--- src/rtl/move_scheduler_pkg.sv ---
// Shared configuration for the move scheduler: default widths, FSM state
// encodings and the packed move descriptor layout.
package move_scheduler_pkg;

  localparam int CFG_MOVE_BUFFER_BITS = 2;
  localparam int CFG_DIV_W            = 24;
  localparam int CFG_MOVE_W           = 64;
  localparam int CFG_DESC_W           = 3 * CFG_MOVE_W + 1;

  localparam logic [1:0] S_IDLE = 2'd0;
  localparam logic [1:0] S_LOAD = 2'd1;
  localparam logic [1:0] S_RUN  = 2'd2;

  // Descriptor layout as stored in the FIFO, MSB first.
  typedef struct packed {
    logic [CFG_MOVE_W-1:0] duration;
    logic [CFG_MOVE_W-1:0] increment;
    logic [CFG_MOVE_W-1:0] incinc;
    logic                  dir;
  } move_desc_t;

  // Packed descriptor width for a given field width.
  function automatic int desc_width(input int move_w);
    return 3 * move_w + 1;
  endfunction

endpackage

--- src/rtl/move_scheduler_fifo.sv ---
// Synchronous descriptor FIFO with full/empty/count and a flush that empties
// it in one cycle. Push while full and pop while empty are ignored; flush
// overrides both.
module move_scheduler_fifo #(
  parameter int DW = 193,
  parameter int AW = 2
) (
  input  logic          i_clk,
  input  logic          i_reset,
  input  logic          i_flush,
  input  logic          i_push,
  input  logic [DW-1:0] i_push_data,
  input  logic          i_pop,
  output logic [DW-1:0] o_pop_data,
  output logic          o_full,
  output logic          o_empty,
  output logic [AW:0]   o_count
);

  localparam int            DEPTH      = 1 << AW;
  localparam logic [AW:0]   FULL_COUNT = (AW+1)'(DEPTH);

  logic [DW-1:0] r_mem [DEPTH];
  logic [AW-1:0] r_wr_ptr;
  logic [AW-1:0] r_rd_ptr;
  logic [AW:0]   r_count;
  logic          w_push;
  logic          w_pop;

  assign o_full     = (r_count == FULL_COUNT);
  assign o_empty    = (r_count == '0);
  assign o_count    = r_count;
  assign o_pop_data = r_mem[r_rd_ptr];

  assign w_push = i_push && !o_full && !i_flush;
  assign w_pop  = i_pop && !o_empty && !i_flush;

  // Storage write; contents need no reset since count gates visibility.
  always_ff @(posedge i_clk) begin
    if (w_push) begin
      r_mem[r_wr_ptr] <= i_push_data;
    end
  end

  // Pointer and occupancy bookkeeping; flush empties the queue.
  always_ff @(posedge i_clk) begin
    if (i_reset || i_flush) begin
      r_wr_ptr <= '0;
      r_rd_ptr <= '0;
      r_count  <= '0;
    end else begin
      if (w_push) begin
        r_wr_ptr <= r_wr_ptr + AW'(1);
      end
      if (w_pop) begin
        r_rd_ptr <= r_rd_ptr + AW'(1);
      end
      case ({w_push, w_pop})
        2'b10:   r_count <= r_count + (AW+1)'(1);
        2'b01:   r_count <= r_count - (AW+1)'(1);
        default: r_count <= r_count;
      endcase
    end
  end

endmodule

--- src/rtl/move_scheduler.sv ---
// Buffered move sequencer: queues move descriptors, hands them to the step
// datapath one at a time, and produces the prescaled DDA tick.
//
//   state  | meaning
//   -------+-------------------------------------------------------------
//   S_IDLE | no active move; pops the queue head when enabled
//   S_LOAD | one-cycle load pulse; act_* valid; zero-length moves end here
//   S_RUN  | prescaler running; tick every max(div,1) enabled cycles
//
// The head is popped and latched into act_* on the edge entering S_LOAD, so
// act_* are already valid while load is high. On the final tick of a move the
// next descriptor is popped directly, giving a single LOAD bubble between
// back-to-back moves.
module move_scheduler
  import move_scheduler_pkg::*;
#(
  parameter int MOVE_BUFFER_BITS = CFG_MOVE_BUFFER_BITS,
  parameter int DIV_W            = CFG_DIV_W,
  parameter int MOVE_W           = CFG_MOVE_W
) (
  input  logic                    CLK,
  input  logic                    reset,
  input  logic [DIV_W-1:0]        clock_divisor,
  input  logic                    enable,
  input  logic                    flush,
  input  logic                    push_valid,
  output logic                    push_ready,
  input  logic [MOVE_W-1:0]       push_duration,
  input  logic [MOVE_W-1:0]       push_increment,
  input  logic [MOVE_W-1:0]       push_incinc,
  input  logic                    push_dir,
  output logic                    load,
  output logic [MOVE_W-1:0]       act_increment,
  output logic [MOVE_W-1:0]       act_incinc,
  output logic                    act_dir,
  output logic                    tick,
  output logic                    first_tick,
  output logic                    busy,
  output logic [MOVE_BUFFER_BITS:0] queue_count,
  output logic                    underrun,
  output logic [31:0]             moves_done
);

  localparam int DESC_W = desc_width(MOVE_W);

  logic [1:0]        r_state;
  logic [DIV_W-1:0]  r_div;
  logic [DIV_W-1:0]  r_prescaler;
  logic [MOVE_W-1:0] r_remaining;
  logic [MOVE_W-1:0] r_act_increment;
  logic [MOVE_W-1:0] r_act_incinc;
  logic              r_act_dir;
  logic              r_first;
  logic              r_underrun;
  logic [31:0]       r_moves_done;

  logic [DESC_W-1:0] w_push_desc;
  logic [DESC_W-1:0] w_head;
  logic [MOVE_W-1:0] w_head_duration;
  logic [MOVE_W-1:0] w_head_increment;
  logic [MOVE_W-1:0] w_head_incinc;
  logic              w_head_dir;
  logic              w_full;
  logic              w_empty;
  logic [DIV_W-1:0]  w_div_m1;
  logic              w_fire;
  logic              w_last;
  logic              w_idle_pop;
  logic              w_run_pop;
  logic              w_pop;
  logic              w_move_done;

  assign w_push_desc = {push_duration, push_increment, push_incinc, push_dir};

  move_scheduler_fifo #(
    .DW (DESC_W),
    .AW (MOVE_BUFFER_BITS)
  ) u_fifo (
    .i_clk       (CLK),
    .i_reset     (reset),
    .i_flush     (flush),
    .i_push      (push_valid),
    .i_push_data (w_push_desc),
    .i_pop       (w_pop),
    .o_pop_data  (w_head),
    .o_full      (w_full),
    .o_empty     (w_empty),
    .o_count     (queue_count)
  );

  assign w_head_duration  = w_head[DESC_W-1 -: MOVE_W];
  assign w_head_increment = w_head[2*MOVE_W -: MOVE_W];
  assign w_head_incinc    = w_head[MOVE_W -: MOVE_W];
  assign w_head_dir       = w_head[0];

  // A divisor of 0 behaves as 1. The >= compare means a divisor shrunk below
  // the current prescaler count fires once immediately instead of wrapping.
  assign w_div_m1 = (r_div == '0) ? '0 : (r_div - DIV_W'(1));

  assign w_fire      = (r_state == S_RUN) && enable && !flush && (r_prescaler >= w_div_m1);
  assign w_last      = w_fire && (r_remaining <= MOVE_W'(1));
  assign w_idle_pop  = (r_state == S_IDLE) && enable && !flush && !w_empty;
  assign w_run_pop   = w_last && !w_empty;
  assign w_pop       = w_idle_pop || w_run_pop;
  assign w_move_done = w_last || ((r_state == S_LOAD) && (r_remaining == '0));

  assign push_ready    = !w_full && !flush;
  assign load          = (r_state == S_LOAD);
  assign busy          = (r_state != S_IDLE);
  assign tick          = w_fire;
  assign first_tick    = w_fire && r_first;
  assign act_increment = r_act_increment;
  assign act_incinc    = r_act_incinc;
  assign act_dir       = r_act_dir;
  assign underrun      = r_underrun;
  assign moves_done    = r_moves_done;

  // Divisor is sampled every cycle; the prescaler compares against this copy.
  always_ff @(posedge CLK) begin
    if (reset) begin
      r_div <= '0;
    end else begin
      r_div <= clock_divisor;
    end
  end

  // Sequencer FSM, prescaler, move countdown and status counters.
  always_ff @(posedge CLK) begin
    if (reset) begin
      r_state         <= S_IDLE;
      r_prescaler     <= '0;
      r_remaining     <= '0;
      r_act_increment <= '0;
      r_act_incinc    <= '0;
      r_act_dir       <= 1'b0;
      r_first         <= 1'b0;
      r_underrun      <= 1'b0;
      r_moves_done    <= '0;
    end else if (flush) begin
      r_state     <= S_IDLE;
      r_prescaler <= '0;
      r_remaining <= '0;
      r_first     <= 1'b0;
      r_underrun  <= 1'b0;
    end else begin
      if (w_move_done) begin
        r_moves_done <= r_moves_done + 32'd1;
      end
      if (w_last && w_empty) begin
        r_underrun <= 1'b1;
      end
      if (w_pop) begin
        r_act_increment <= w_head_increment;
        r_act_incinc    <= w_head_incinc;
        r_act_dir       <= w_head_dir;
        r_remaining     <= w_head_duration;
        r_prescaler     <= '0;
        r_first         <= 1'b1;
        r_state         <= S_LOAD;
      end else begin
        case (r_state)
          S_IDLE: begin
            r_state <= S_IDLE;
          end
          S_LOAD: begin
            r_state <= (r_remaining == '0) ? S_IDLE : S_RUN;
          end
          S_RUN: begin
            if (w_fire) begin
              r_prescaler <= '0;
              r_remaining <= r_remaining - MOVE_W'(1);
              r_first     <= 1'b0;
              if (w_last) begin
                r_state <= S_IDLE;
              end
            end else if (enable) begin
              r_prescaler <= r_prescaler + DIV_W'(1);
            end
          end
          default: begin
            r_state <= S_IDLE;
          end
        endcase
      end
    end
  end

endmodule

--- config.mk ---
export PLATFORM = sky130hd
export DESIGN_NAME = move_scheduler
export DESIGN_NICKNAME = d
export VERILOG_FILES = /design/src/rtl/move_scheduler_pkg.sv /design/src/rtl/move_scheduler_fifo.sv /design/src/rtl/move_scheduler.sv
export SDC_FILE = /design/constraint.sdc
export NUM_CORES = 1
export LEC_CHECK = 0
export ABC_AREA = 1
export BUFFER_PORTS_ARGS = -buffer_cell sky130_fd_sc_hd__buf_2
export CORE_MARGIN = 10
export CORE_UTILIZATION = 55
export CTS_CLUSTER_DIAMETER = 200
export DETAILED_ROUTE_END_ITERATION = 10
export PLACE_DENSITY = 0.75
export REMOVE_ABC_BUFFERS = 1
export SLEW_MARGIN = 20
export SYNTH_ARGS = -nofsm -noshare
export SYNTH_HDL_FRONTEND = slang
export SYNTH_SLANG_ARGS = --single-unit
--- constraint.sdc ---
create_clock -name CLK -period 14.61 [get_ports CLK]
set_input_delay 2.1915 -clock CLK [delete_from_list [all_inputs] [get_ports CLK]]
set_output_delay 2.1915 -clock CLK [all_outputs]
set_load 0.05 [all_outputs]
* Yosys cells after proc, flatten, opt, wreduce, memory -nomap -nowiden
Memory sizes are Yosys's and may differ from the RTL's. A register that Yosys moved wholly into a read port is not among the register bits.
Cells that the tools add are included.
** Word-level totals
- Register bits :: 284
- Latch bits :: 0
- Bits in writable memories :: 772
- Memory bits (read-only) :: 0
- Input bits :: 222
- Output and inout port bits :: 170
- Logic and storage cells :: 93
- Memories kept :: 1
** Cells by class
- $add $sub $neg :: 8
- $mul :: 0
- Div/mod/pow operators :: 0
- Magnitude comparators :: 2
- Equal/unequal tests :: 9
- Shift operators :: 0
- Multiplexer cells :: 19
- Bitwise operators :: 1
- Reduce and logical (&&, ||, !) cells :: 39
** Memory list
- u_fifo.r_mem :: depth 4, bits a word 193, read ports 1, clocked after Yosys merged registers in 1, write ports 1, RTL line move_scheduler_fifo.sv:23 : logic [DW-1:0] r_mem [DEPTH];
** Operators by type and width (count)
- $mux W64 :: 3
- $mux W24 :: 3
- $le A64 B1 Y1 const B :: 1
- $logic_not A64 Y1 :: 1
- $sub A64 B1 Y64 const B :: 1
- $add A32 B1 Y32 const B :: 1
- $add A24 B1 Y24 const B :: 1
- $ge A24 B24 Y1 :: 1
- $logic_not A24 Y1 :: 1
- $sub A24 B1 Y24 const B :: 1
- $logic_and A1 B1 Y1 :: 16
- $reduce_and A2 Y1 :: 6
- $mux W2 :: 5
- $reduce_bool A2 Y1 :: 5
- $mux W1 :: 6
- $ne A3 B2 Y1 const B :: 2
- $pmux W3 S2 :: 1
- $add A2 B1 Y2 const B :: 2
- $eq A2 B1 Y1 const B :: 2
- $eq A2 B2 Y1 const B :: 2
- $ne A2 B2 Y1 const B :: 2
- $pmux W2 S2 :: 1
- $add A3 B1 Y3 const B :: 1
- $eq A3 B3 Y1 const B :: 1
- other kinds (8) :: 12

* Logic depth before layout (Yosys ltp)
- Depth in word-level cells :: 11
- Depth in mapped cells :: 31
- Mapped depth without buffers :: 29

* Hierarchy
From an unflattened synthesis, not the netlist that was laid out.
** Second synthesis, totals
- Cells, all modules :: 4320
- Area total of the unflattened synthesis :: 44506.4 sq um
** Modules (own cells, without submodules)
- move_scheduler_fifo :: instances 1, cells an instance 1942, area an instance 29100.4 sq um, seq. area each 23362.4 sq um
- move_scheduler :: instances 1, cells an instance 2378, area an instance 15406.0 sq um, seq. area each 5545.3 sq um

* Worst setup path before layout
No wires, ideal clock.
- Path kind :: input-to-reg
- From :: in flush
- To :: mem u_fifo.r_mem[0][0], enable pin
- Library setup time :: 0.749 ns
- Data arrival time :: 11.547 ns
- Data required time :: 13.861 ns
- Slack :: 2.313 ns
- Cell stages on the path :: 3
- Path buffers :: 0
- Cells stage by stage :: a31oi_1 -> nand2_1 -> nor2_1
** Between the ends
- Longest elaborated chain between the ends :: 4
** Ends and longest elaborated chain
- start, declared :: RTL line move_scheduler.sv:25 : input logic flush,
- $logic_not A1 Y1 :: RTL line move_scheduler_fifo.sv:35 : assign w_push = i_push && !o_full && !i_flush;
- $logic_and A1 B1 Y1 :: RTL line move_scheduler_fifo.sv:35
- $mux W1 :: RTL line move_scheduler_fifo.sv:40 : if (w_push) begin
- $mux W1 (not written as such) :: RTL line move_scheduler_fifo.sv:41 : r_mem[r_wr_ptr] <= i_push_data;
- end, declared :: RTL line move_scheduler_fifo.sv:23
No other way between the ends.

* Worst setup path in the final report
- From :: reg r_div[2]
- To :: out first_tick
** Between the ends
- Longest elaborated chain between the ends :: 5
- Elaborated cells between the ends (all ways) :: 6
- Classes of those cells :: 1 x add/sub; 1 x order compare; 1 x mux; 3 x reduce/logical
** Ends and longest elaborated chain
- start, declared :: RTL line move_scheduler.sv:47 : logic [DIV_W-1:0] r_div;
- start signal, assigned :: RTL line move_scheduler.sv:123 : r_div <= clock_divisor;
- $sub A24 B1 Y24 or $logic_not A24 Y1 (tied branches) :: RTL line move_scheduler.sv:98 : assign w_div_m1 = (r_div == '0) ? '0 : (r_div - DIV_W'(1));
- $mux W24 (*) :: RTL line move_scheduler.sv:98
- $ge A24 B24 Y1 (*) :: RTL line move_scheduler.sv:100 : assign w_fire = (r_state == S_RUN) && enable && !flush && (r_prescaler >= w_div_m1);
- $logic_and A1 B1 Y1 (*) :: RTL line move_scheduler.sv:100
- $logic_and A1 B1 Y1 (*) :: RTL line move_scheduler.sv:111 : assign first_tick = w_fire && r_first;
- end, declared :: RTL line move_scheduler.sv:37 : output logic first_tick,
Every way passes the cells marked *; elsewhere a longest branch is shown, timed or not.

==> results.md <==
* Worst Setup End Kind: primary output
* Post-synth cell types at 42
* Met3 wire length at roughly 7400 um
* Synth Area in Simple Gates at 16.42%
* Max-slew violations at 0
* Syn. warnings at 0
* Area Growth Syn to Fin at 14.49%
* DRC Markers at 0
* Element type at the critical path start: register
* IO Count at 392
* Clock Pin Slew Worst Setup and Hold Paths at 0.06 ns
* Layout cells sized above 1 at between 10% and 20%
* Hold slack at roughly 0.47 ns
* Leading area contributor after synthesis: edfxtp_1
* Buf+Inv Stages, Crit Path at 3
* Multi-input logic area at 0.01298 sq mm
* Post-Syn Area per Cell at 10.56 sq um
* Chip Width at roughly 300 um
* Largest family of logic cells by synthesized area: simple AND/OR/NAND/NOR gates
* RSZ-0062 raised after global routing: no
* Synth top area share at approximately 53%
* Port bufs at between 300 and 400
* Hold buffer count at cts at 0
* Final Hold Viols at 0
* CTS Buffer Depth at 3
* Dominant cells by area after synthesis: edfxtp_1 53%, dfxtp_1 13%, nor2_1 6.0%
* Period utilization at a little over two fifths
* Final #Nets at roughly 4.7k
* PwrDens at roughly 130 mW/mm^2
* Number of global-route vias before repair at just over 30k
* First-pass GRT wire length at 171900 um
* Core Region at 0.07785 sq mm
* DRT Wirelength at 110700 um
* VDD IR max at 111.2 uV
* CP Cell Sequence: nor2_1 > nand2_1 > nor3_1 > inv_1 > nor2_1 > inv_1 > nor2_1 > nand4_1 > nor2_1 > xor2_1 > nand2_1 > ha_1 > nand2_1 > nor2_1 > nand2_1 > nor3_1 > nand3_1 > nand2_2 > nand2_2 > nor2_1 > buf_2
* First-pass detailed-route iteration total at 5
* Proportion of synthesized area in mux cells at 0%
* Total grt overflow at 0
* Slowest stage cell, crit path: dfxtp_1
* Setup Fix Bufs, Post-CTS at 0
* Min Clock Period, post-route at ~6.3 ns
* CP Data Required Time at 12.42 ns
* Initial Util at a little under three fifths
* Fillcell total at approximately 6.2k
* H-tree Lvls at 3
* Crit Path Category: reg2out
* Storage element area at between 0.02 and 0.03 sq mm
* Gr usage total at a little under a quarter
* FF+latch count, synth at between 1k and 1.5k
* Final setup vio count at 0
* Synth Instances at approximately 4k
* Design Power at between 6 and 7 mW
* Highest routing layer actually used: met5
* Cell family with most CP delay: simple AND/OR/NAND/NOR gates
* Critical Path Max Stage Delay at 0.33 ns
* Largest net degree at the start of global routing at between 150 and 200
* Layout Utilization at between 60% and 70%
* Initial antenna violation count at 41
* # rows at between 100 and 150
* CTS tree: built
* GPL Wtd Cong at 0.9630
* Die Ht at ~300 um
* CTS Sinks at 1058
* Post-synthesis xor/xnor area fraction at just over 2%
* Routed vias at 31.67k
* Wirelength per Cell at between 15 and 20 um
* Adder-cell share of the synthesized area at 1.054%
* Worst-Skew Late Latency at 0.67 ns
* HP Class: reg2reg
* WL met2 at approximately 54000 um
* Die ar. at approximately 0.09 sq mm
* Initial DRC Count at ~2.6k
* Synthesized cell area at 0.04343 sq mm
* Max_cap viols at 0
* WP data arrival at approximately 4 ns
* FMAX at between 150 and 200 MHz
* Worst clock skew at between 0.02 and 0.03 ns
* Slew headroom at about a fifth
* Fraction of the mapped netlist area in compound gates at between 10% and 20%
* CTS Buf Count at between 100 and 150
* CP dominant cell by count: nor2_1
* Detailed Place HPWL at 66380 um
* Post-synthesis sequential area ratio at between 60 and 70%
* ANT nets after route at 0
* Status: completed
* Cell leakage power at between 15 and 20 nW
* M1 wire length at between 40000 and 50000 um
* Max FO, Critical Path at 8
* Vias per inst at approximately 5.7
* Worst Tran Pin Value at 1.192 ns
* Root buf cell: clkbuf_16
* # resized after CTS at 0
[placed cells by master (no fill, tap or decap), types with 3 or more instances in the layout]
master,synthesis,routed
a21o_1,3,3
a21oi_1,142,142
a32o_1,63,63
buf_12,0,3
buf_2,29,391
buf_4,3,27
bufinv_16,0,8
clkbuf_1,175,32
clkbuf_16,0,104
clkbuf_8,0,16
clkinv_1,2,6
clkinv_16,0,3
clkinv_2,0,23
clkinvlp_4,0,3
dfxtp_1,286,284
diode_2,0,24
edfxtp_1,772,772
ha_1,35,35
inv_1,181,179
inv_6,0,3
nand2_1,653,652
nand2_2,11,11
nand3_1,237,237
nand3b_1,11,11
nand4_1,34,34
nor2_1,699,693
nor2_2,9,10
nor2_4,1,6
nor3_1,39,39
nor3b_1,5,5
nor4_1,12,12
o21ai_0,388,388
o21ai_1,55,55
o22ai_1,128,128
or2_2,8,8
xnor2_1,38,38
xor2_1,62,62
[registers in the layout, summed over array words and instances, names as in the netlist, 3 cells and up, named ones only]
signal	flops
u_fifo.o_count	3
r_div	24
act_incinc	64
moves_done	32
r_remaining	64
r_prescaler	24
act_increment	64
u_fifo.r_mem	772
[worst min-delay path, cell delays in order, from the launching register on]
cell	delay, ns
dfxtp_1	0.30
nand3_1	0.07
o21ai_1	0.05
[stage by stage]
step / std cells / area (sq um) / setup TNS (ns) / worst slack, ns
floorplan: 3889 / 42500 / -107.23 / -0.7048
global placement: 5351 / 46130 / 0 / 8.598
detailed placement: 5352 / 46160 / 0 / 8.442
CTS: 5550 / 49630 / 0 / 8.293
global route: 5565 / 49700 / 0 / 7.917
finish: 5575 / 49720 / 0 / 8.352
[power by group]
group	internal (mW)	total [mW]	switching (mW)
Combinational	0.127	0.401	0.274
Sequential	3.27	3.30	0.0224
Clock	1.55	2.68	1.13
[synth_stat cells]
cell type,instances
xnor2_1,38
a21oi_1,142
nor2_8,1
nand4_1,34
dfxtp_1,286
o21ai_1,55
o21a_1,1
o21ai_0,388
o211ai_1,1
nand3_1,237
nand3_2,1
nor3_1,39
clkbuf_1,175
o22ai_1,128
a21o_1,3
a221o_1,2
nand3b_1,11
buf_2,29
inv_1,181
xor2_1,62
buf_1,9
nand2_1,653
a21boi_0,1
nand4_4,1
nand2_2,11
ha_1,35
clkinv_1,2
nor2_1,699
fa_1,1
o21ai_2,1
or2_2,8
nor2_4,1
a31oi_1,2
nand2_4,2
nor3b_1,5
edfxtp_1,772
buf_6,6
a32o_1,63
or3_1,1
nor4_1,12
buf_4,3
nor2_2,9
[layout make-up]
cell class                      instances  area share, %
Sequential cell                      1058          58.15
Multi-Input combinational cell       2648          26.11
Clock buffer                          152          5.919
Timing Repair Buffer                  424          4.597
Tap cell                             1040          2.617
Inverter                              183          1.417
Clock inverter                         46          1.064
Antenna cell                           24         0.1208
[layer usage]
metal / global-route usage [%] / vias up
li1: - / 15030
met1: 29.87 / 15310
met2: 39.84 / 1056
met3: 5.167 / 243
met4: 9.111 / 42
met5: 0 / -
[logic make-up after synthesis]
| group | Yosys count |
|---|---|
| simple gates | 1725 |
| flops | 1058 |
| compound gates | 787 |
| buf+inv | 405 |
| xor+xnor | 100 |
| fa+ha+maj | 36 |
[path summary, 6_finish.rpt]
path / from / end / slack [ns] / cells past startpoint
hold / removal: act_incinc[53]$_SDFFE_PP0P_ / act_incinc[53]$_SDFFE_PP0P_ / 0.47 / 2
setup / recovery: r_div[2]$_SDFF_PP0_ / first_tick / 8.35 / 21
hold reg to reg: act_incinc[53]$_SDFFE_PP0P_ / act_incinc[53]$_SDFFE_PP0P_ / 0.47 / 2
setup reg to reg: r_div[2]$_SDFF_PP0_ / act_incinc[20]$_SDFFE_PP0P_ / 8.79 / 24
(Power assumes the default switching activity.)
